<file path="src/rtl/rot_w8_inv_pkg.sv">
// rot_w8_inv_pkg: shared constants for the W8 rotator (datapath width, 0.7071 constant, shift)
package rot_w8_inv_pkg;
   localparam int NB = 16;
   function automatic int k_of(input int hp);
      return (hp != 0) ? 92677 : 181;
   endfunction
   function automatic int f_of(input int hp);
      return (hp != 0) ? 17 : 8;
   endfunction
   // K < 2^(F+1), so an (nb+3)-bit operand times K fits in nb+4+F bits
   function automatic int pw_of(input int n, input int hp);
      return n + 4 + f_of(hp);
   endfunction
endpackage

</file>
<file path="src/rtl/mpu707_full.sv">
// mpu707_full: registered shift-add multiply of one signed component by K (full precision, no shift)
//   CLK/RST clock and async reset, EI stage enable, X signed nb+3-bit operand, Y registered X*K
module mpu707_full
   import rot_w8_inv_pkg::*;
#(
   parameter int nb = NB,
   parameter int HIGH_PREC = 0
) (
   input  logic                                   CLK,
   input  logic                                   RST,
   input  logic                                   EI,
   input  logic signed [nb+2:0]                   X,
   output logic signed [pw_of(nb, HIGH_PREC)-1:0] Y
);
   localparam int F = f_of(HIGH_PREC);
   localparam int PW = pw_of(nb, HIGH_PREC);
   localparam logic [31:0] KB = k_of(HIGH_PREC);
   logic signed [PW-1:0] w_x, w_acc;
   assign w_x = {{(PW-nb-3){X[nb+2]}}, X};
   // every set bit of K contributes a full-width shifted copy; nothing is dropped before the final shift
   always_comb begin
      w_acc = '0;
      for (int i = 0; i <= F; i++)
         if (KB[i]) w_acc = w_acc + (w_x <<< i);
   end
   always_ff @(posedge CLK or posedge RST)
      if (RST) Y <= '0;
      else if (EI) Y <= w_acc;
endmodule

</file>
<file path="src/rtl/rot_w8_inv.sv">
// rot_w8_inv: 3-stage complex rotator by W8 (DIR=0) or its conjugate inverse (DIR=1) with saturation
//   CLK/RST clock and async reset, EI pipeline enable, START frame strobe, DIR 0=fwd 1=inv,
//   DR/DI signed input, DOR/DOI saturated output, RDY delayed START, OVF sticky clamp flag
module rot_w8_inv
   import rot_w8_inv_pkg::*;
#(
   parameter int nb = NB,
   parameter int HIGH_PREC = 0
) (
   input  logic                 CLK,
   input  logic                 RST,
   input  logic                 EI,
   input  logic                 START,
   input  logic                 DIR,
   input  logic signed [nb+1:0] DR,
   input  logic signed [nb+1:0] DI,
   output logic signed [nb+1:0] DOR,
   output logic signed [nb+1:0] DOI,
   output logic                 RDY,
   output logic                 OVF
);
   localparam int F = f_of(HIGH_PREC);
   localparam int PW = pw_of(nb, HIGH_PREC);
   localparam logic signed [PW-1:0] MAXV = {{(PW-nb-1){1'b0}}, {(nb+1){1'b1}}};
   localparam logic signed [PW-1:0] MINV = ~MAXV;
   logic signed [nb+2:0] w_a, w_b, w_sr, w_si, r_sr, r_si;
   logic signed [PW-1:0] w_pr, w_pi, w_qr, w_qi;
   logic signed [nb+1:0] w_dor, w_doi;
   logic                 r_st1, r_st2, w_hr, w_lr, w_hi, w_li, w_clamp;
   // one guard bit so -2^(nb+1) +/- -2^(nb+1) cannot wrap
   assign w_a  = {DR[nb+1], DR};
   assign w_b  = {DI[nb+1], DI};
   assign w_sr = DIR ? w_a - w_b : w_a + w_b;
   assign w_si = DIR ? w_a + w_b : w_b - w_a;
   mpu707_full #(.nb(nb), .HIGH_PREC(HIGH_PREC)) u_mr (
      .CLK(CLK), .RST(RST), .EI(EI), .X(r_sr), .Y(w_pr)
   );
   mpu707_full #(.nb(nb), .HIGH_PREC(HIGH_PREC)) u_mi (
      .CLK(CLK), .RST(RST), .EI(EI), .X(r_si), .Y(w_pi)
   );
   // arithmetic shift floors toward -inf
   assign w_qr    = w_pr >>> F;
   assign w_qi    = w_pi >>> F;
   assign w_hr    = w_qr > MAXV;
   assign w_lr    = w_qr < MINV;
   assign w_hi    = w_qi > MAXV;
   assign w_li    = w_qi < MINV;
   assign w_dor   = w_hr ? MAXV[nb+1:0] : w_lr ? MINV[nb+1:0] : w_qr[nb+1:0];
   assign w_doi   = w_hi ? MAXV[nb+1:0] : w_li ? MINV[nb+1:0] : w_qi[nb+1:0];
   assign w_clamp = w_hr | w_lr | w_hi | w_li;
   always_ff @(posedge CLK or posedge RST)
      if (RST) begin
         r_sr  <= '0;
         r_si  <= '0;
         r_st1 <= 1'b0;
         r_st2 <= 1'b0;
         DOR   <= '0;
         DOI   <= '0;
         RDY   <= 1'b0;
         OVF   <= 1'b0;
      end else if (EI) begin
         r_sr  <= w_sr;
         r_si  <= w_si;
         r_st1 <= START;
         r_st2 <= r_st1;
         DOR   <= w_dor;
         DOI   <= w_doi;
         RDY   <= r_st2;
         // a new frame clears the flag, but a clamp landing on the same edge wins
         OVF   <= w_clamp | (OVF & ~START);
      end
endmodule

</file>
<file path="config.mk">
export PLATFORM = sky130hd
export DESIGN_NAME = rot_w8_inv
export DESIGN_NICKNAME = d
export VERILOG_FILES = /design/src/rtl/rot_w8_inv_pkg.sv /design/src/rtl/mpu707_full.sv /design/src/rtl/rot_w8_inv.sv
export SDC_FILE = /design/constraint.sdc
export NUM_CORES = 1
export LEC_CHECK = 0
export ABC_CLOCK_PERIOD_IN_PS = 5450
export CAP_MARGIN = 10
export CORE_UTILIZATION = 55
export DETAILED_ROUTE_END_ITERATION = 6
export PLACE_DENSITY = 0.8
export SLEW_MARGIN = 20
export SYNTH_ARGS = -nofsm -noshare
export SYNTH_HDL_FRONTEND = slang
export SYNTH_SLANG_ARGS = --single-unit
</file>
<file path="constraint.sdc">
create_clock -name CLK -period 5.45 [get_ports CLK]
set_input_delay 0.545 -clock CLK [delete_from_list [all_inputs] [get_ports CLK]]
set_output_delay 0.545 -clock CLK [all_outputs]
set_load 0.02 [all_outputs]
</file>
# After elaboration in Yosys (flattened, before gate mapping)
# Cells that the tools add are included.
# W data, S select, Z words.
# classes
n_mux	6
n_lt_le_gt_ge	4
addsub	11
n_bitwise	6
# ops
cell	n
$mux W18	4
$add A28 B24 Y28	2
$add A28 B26 Y28	2
$add A22 B23 Y24	2
$add A19 B21 Y22	2
$gt A20 B18 Y1 const B	2
$lt A20 B18 Y1 const B	2
$mux W19	2
$sub A18 B18 Y19	2
$add A18 B18 Y19	1
$or A1 B1 Y1	4
$and A1 B1 Y1	1
$not A1 Y1	1
# totals
register_bits	134
out_inout_bits	38
wordCells	37
in_bits	41

# Logic depth before layout (Yosys ltp)
# depth
word_depth	5
mapped_depth	21
depth_no_buf	21

# Cells and area by module
# A second synthesis with hierarchy kept.
# unflattened
hier_cells	1555
area_unflattened_um2	13538.0
# by_module_without_submodules
mod	cells_each	instances	seq_area_each_um2	area_per_inst_um2
rot_w8_inv	798	1	1926.8	6314.8
mpu707_full at u_mr	382	1	675.6	3619.7
mpu707_full at u_mi	375	1	675.6	3603.5

# Worst setup path after synthesis
# No wires, ideal clock.
# synth_path
path_kind	reg-to-reg
start	register r_sr[7]
end	register u_mr.Y[24]
synth_period_minus_slack_ns	4.969
path_buffers	0
required_ns	5.325
arrival_ns	4.845
path_stages_with_launch	22
setup_time_ns	0.125
setup_slack_ns	0.481
cell_sequence	dfrtp_1 inv_1 fa_1 fa_1 inv_1 ha_1 a21o_1 a21o_1 a21oi_1 a21boi_0 nor2b_1 o21a_1 nor2_1 xnor2_1 ha_1 and3_1 and2_1 a22oi_2 a21boi_1 o41ai_2 xnor2_1 mux2_2
# synth_via
elab_chain_cells	4
# synth_rtl
element	line	source
from (decl)	rot_w8_inv.sv:26	logic signed [nb+2:0] w_a, w_b, w_sr, w_si, r_sr, r_si;
from (signal assigned)	rot_w8_inv.sv:62	r_sr <= w_sr;
$add A19 B21 Y22	mpu707_full.sv:24	if (KB[i]) w_acc = w_acc + (w_x <<< i);
$add A22 B23 Y24	mpu707_full.sv:24	
$add A28 B24 Y28	mpu707_full.sv:24	
$add A28 B26 Y28 (*)	mpu707_full.sv:24	
to (signal assigned)	mpu707_full.sv:28	else if (EI) Y <= w_acc;
to (decl)	mpu707_full.sv:13	output logic signed [pw_of(nb, HIGH_PREC)-1:0] Y
# Mark *: on every way between the ends. The rest lies on a longest branch, timed or not.
# A chain may end at the register's enable or synchronous reset.

# Worst setup path in the final report
# layout_path
start	register r_sr[0]
end	register u_mr.Y[20]
# The elaborated chain is that of the path after synthesis.

==> metrics <==
max-slew violations 0; CP max stage cell fa_1; 1st-pass router iterations 5; CP Data Required Time slightly below 6 ns; Layout fillers a little under 2,000; Top Layer Used met4; clk root buf clkbuf_16; Final Hold Fails 0; area grow syn2layout 13.8%; type of origin of the critical path flop; Max Clock Freq ~190 MHz; hpwl dp about 23 mm; crit-path cells clkinvlp_4 > fa_1 > inv_1 > fa_1 > ha_1 > nand4_2 > a2111oi_4 > buf_4 > a21boi_1 > nor2b_1 > o21a_1 > nor2_1 > xnor2_1 > ha_1 > and3_1 > and2_1 > a22oi_2 > a31oi_1 > o211a_1 > o21a_1 > o31ai_1; top cell type's share of synthesized area around 23%; cells taking the most area after synthesis dfrtp_1, ha_1, fa_1, inv_1, nor2_1; Via density 5.74; GR Overflow Total 0; most frequent cells in the layout inv_1, ha_1, nor2_1; nets about 1,800; initial antenna violation count 0; Initial Util between 50 and 60%; I/O Buffers between 70 and 80; WHS Path Cells 2; die area 0.0241 mm^2; asr flop ratio synth 100%; Worst Hold Path EP u_mi.Y[24]; number of synthesized flops with an enable pin 0; Syn. warnings 0; Die Y about 160 um; Synth cell types between 70 and 80; number of global-route vias before repair between 10,000 and 15,000; multi-input logic area about 0.009 mm^2; CTS Buf Count 17; WL per Instance about 16 um; Layout Skew 0.00681 ns; Hold Startpoint u_mi.Y[24]; Final setup viols 0; Post-Synthesis Cells ~1,500; DRC viols 0; worst r2r src r_sr[0]; Detail Route Antenna Nets 0; Synth Cell Area between 0.01 and 0.015 mm^2; area leader, netlist dfrtp_1; most common cell after layout, fill and taps aside inv_1; WHS just over 0.5 ns; Seq/Total Area, Yosys between 20% and 30%; starting DRC count in detailed routing around 830; syn_area_per_cell 8.44 um^2; crit share post-route roughly 97%; IO Pins ~80; Core Box Area ~0.023 mm^2; clk sinks 117; critical path type reg -> reg; Hold WC Path Type reg -> reg; drt total wl roughly 30 mm; worst skew pair latency 0.42 ns; worst-margin pin slew 1.03 ns; die width approximately 160 um; FF/Latch Area 0.00293 mm^2; Syn Nets between 1,500 and 2,000; global-route wire length before repair 50.5 mm; routed via count about 11,000; top_reg_cell synth dfrtp_1; met3 WL post-DR approximately 1.4 mm; CTS Buffer Depth 2; Reg2Reg Depth 21; row cnt 55; R2R setup slack around 0.17 ns; post-layout min period approximately 5.3 ns; CTS tree yes; ant diodes 0; WL met2 between 10 and 15 mm; Hold Buf Count CTS 0; Worst path max stage delay around 0.54 ns; Routability Congestion roughly 0.91; slew margin rel. 30.7%; DRT met1 WL 14.1 mm; RSZ-0062 raised after global routing true; Util after Layout about 64%; layout cells sized above 1 8.28%; max_cap viols 0; largest net degree at the start of global routing just over 80; Clock transition at path regs around 0.06 ns; Layout Cell Area excl Fill 0.0147 mm^2; Setup crit end kind flop; Tot GR Track Use around 26%; Max Fanout on Critical Path 6; Yosys reg bits ~120; H-tree depth 4; status complete, no violations; area of placed instances between 0.01 and 0.015 mm^2; WP data arrival 5.61 ns; Worst R2R End u_mr.Y[20]
## final cells by class
cell class / count / area share [%]
Sequential cell: 117 / 20.0
Multi-Input combinational cell: 1135 / 61.5
Inverter: 215 / 5.54
Tap cell: 313 / 2.67
Clock buffer: 20 / 3.11
Timing Repair Buffer: 98 / 6.29
Clock inverter: 9 / 0.886
## layer usage
layer  global-route usage [%]  up-vias
met3                     3.09       39
met2                     41.6      321
met1                     36.4     5156
met4                     8.87        0
li1                         -     5429
met5                        0        -
## stage by stage
| stage | TNS, ns | worst slack [ns] | cells |
|---|---|---|---|
| floorplan | 0 | 0.481 | 1528 |
| global placement | 0 | 0.329 | 1871 |
| detailed placement | 0 | 0.153 | 1871 |
| CTS | 0 | 0.0749 | 1900 |
| global route | -0.382 | -0.123 | 1907 |
| finish | 0 | 0.172 | 1907 |
## worst max-delay path by stage
stage	startpoint	endpoint	slack [ns]	cells past startpoint
after floorplan	r_sr[7]	u_mr.Y[24]	0.48	21
after global routing	r_sr[0]	u_mr.Y[24]	-0.12	20
after CTS	r_sr[0]	u_mr.Y[24]	0.07	20
after detailed placement	r_sr[5]	u_mr.Y[24]	0.15	21
after global placement	r_sr[7]	u_mr.Y[24]	0.33	21
final	r_sr[0]	u_mr.Y[20]	0.17	21
## state kept, by name, summed over array words and instances, names as in the netlist
name    cells
r_st1       1
u_mr.Y     20
DOR        18
u_mi.Y     20
r_st2       1
RDY         1
r_si       18
DOI        18
OVF         1
r_sr       19
## critical path, delay by kind of cell (launching register included)
| kind | cells | cell delay (ns) |
|---|---|---|
| XOR/XNOR | 1 | 0.12 |
| flip-flops | 1 | 0.38 |
| buffers and inverters | 3 | 0.43 |
| adder cells (fa/ha/maj) | 4 | 1.67 |
| AO/OA/AOI/OAI | 8 | 1.78 |
| AND/OR/NAND/NOR | 5 | 0.79 |
## kinds of logic (layout without fill, tap and decap cells)
logic type      after synthesis  count (layout)  share of synthesized area (%)
xor+xnor                     68              68                           4.62
mux                          30              30                           2.55
flops                       117             117                           22.7
simple gates                387             387                           14.0
buf+inv                     276             342                           8.12
fa+ha+maj                   211             211                           24.5
compound gates              439             439                           23.6
## synthesized netlist by cell type (4+ instances only)
library cell / instances
dfrtp_1: 117
xor2_1: 9
a22oi_1: 4
o31ai_1: 9
a221o_1: 4
nor4_1: 4
nand2_1: 90
o21a_1: 16
buf_2: 6
o21bai_1: 16
o211ai_1: 38
a31o_2: 5
o21ba_2: 4
xnor2_1: 59
a211o_1: 4
ha_1: 142
o21ai_0: 87
a21o_1: 40
inv_1: 214
a2111oi_0: 7
nand3b_1: 4
a41o_1: 4
and2_1: 9
a21oi_1: 100
nor2_1: 139
nor2b_1: 13
nor3_1: 33
mux2i_1: 7
a211oi_1: 18
mux2_2: 23
buf_1: 14
or2_2: 5
nand4_1: 12
or3_1: 12
fa_1: 69
a311o_1: 6
o31a_1: 6
a31oi_1: 19
o221ai_1: 9
clkbuf_1: 40
and3_1: 14
nand3_1: 33
nand2b_1: 9
## what timing repair did
item | 4_1_cts | 5_1_grt
setup endpoints to repair | 0 | 16
setup buffers | 0 | 7
resized for setup | 0 | 30
Power is left out: the tool's default activity adds up to more than one toggle a clock period on the data nets, which glitch-free logic cannot reach.
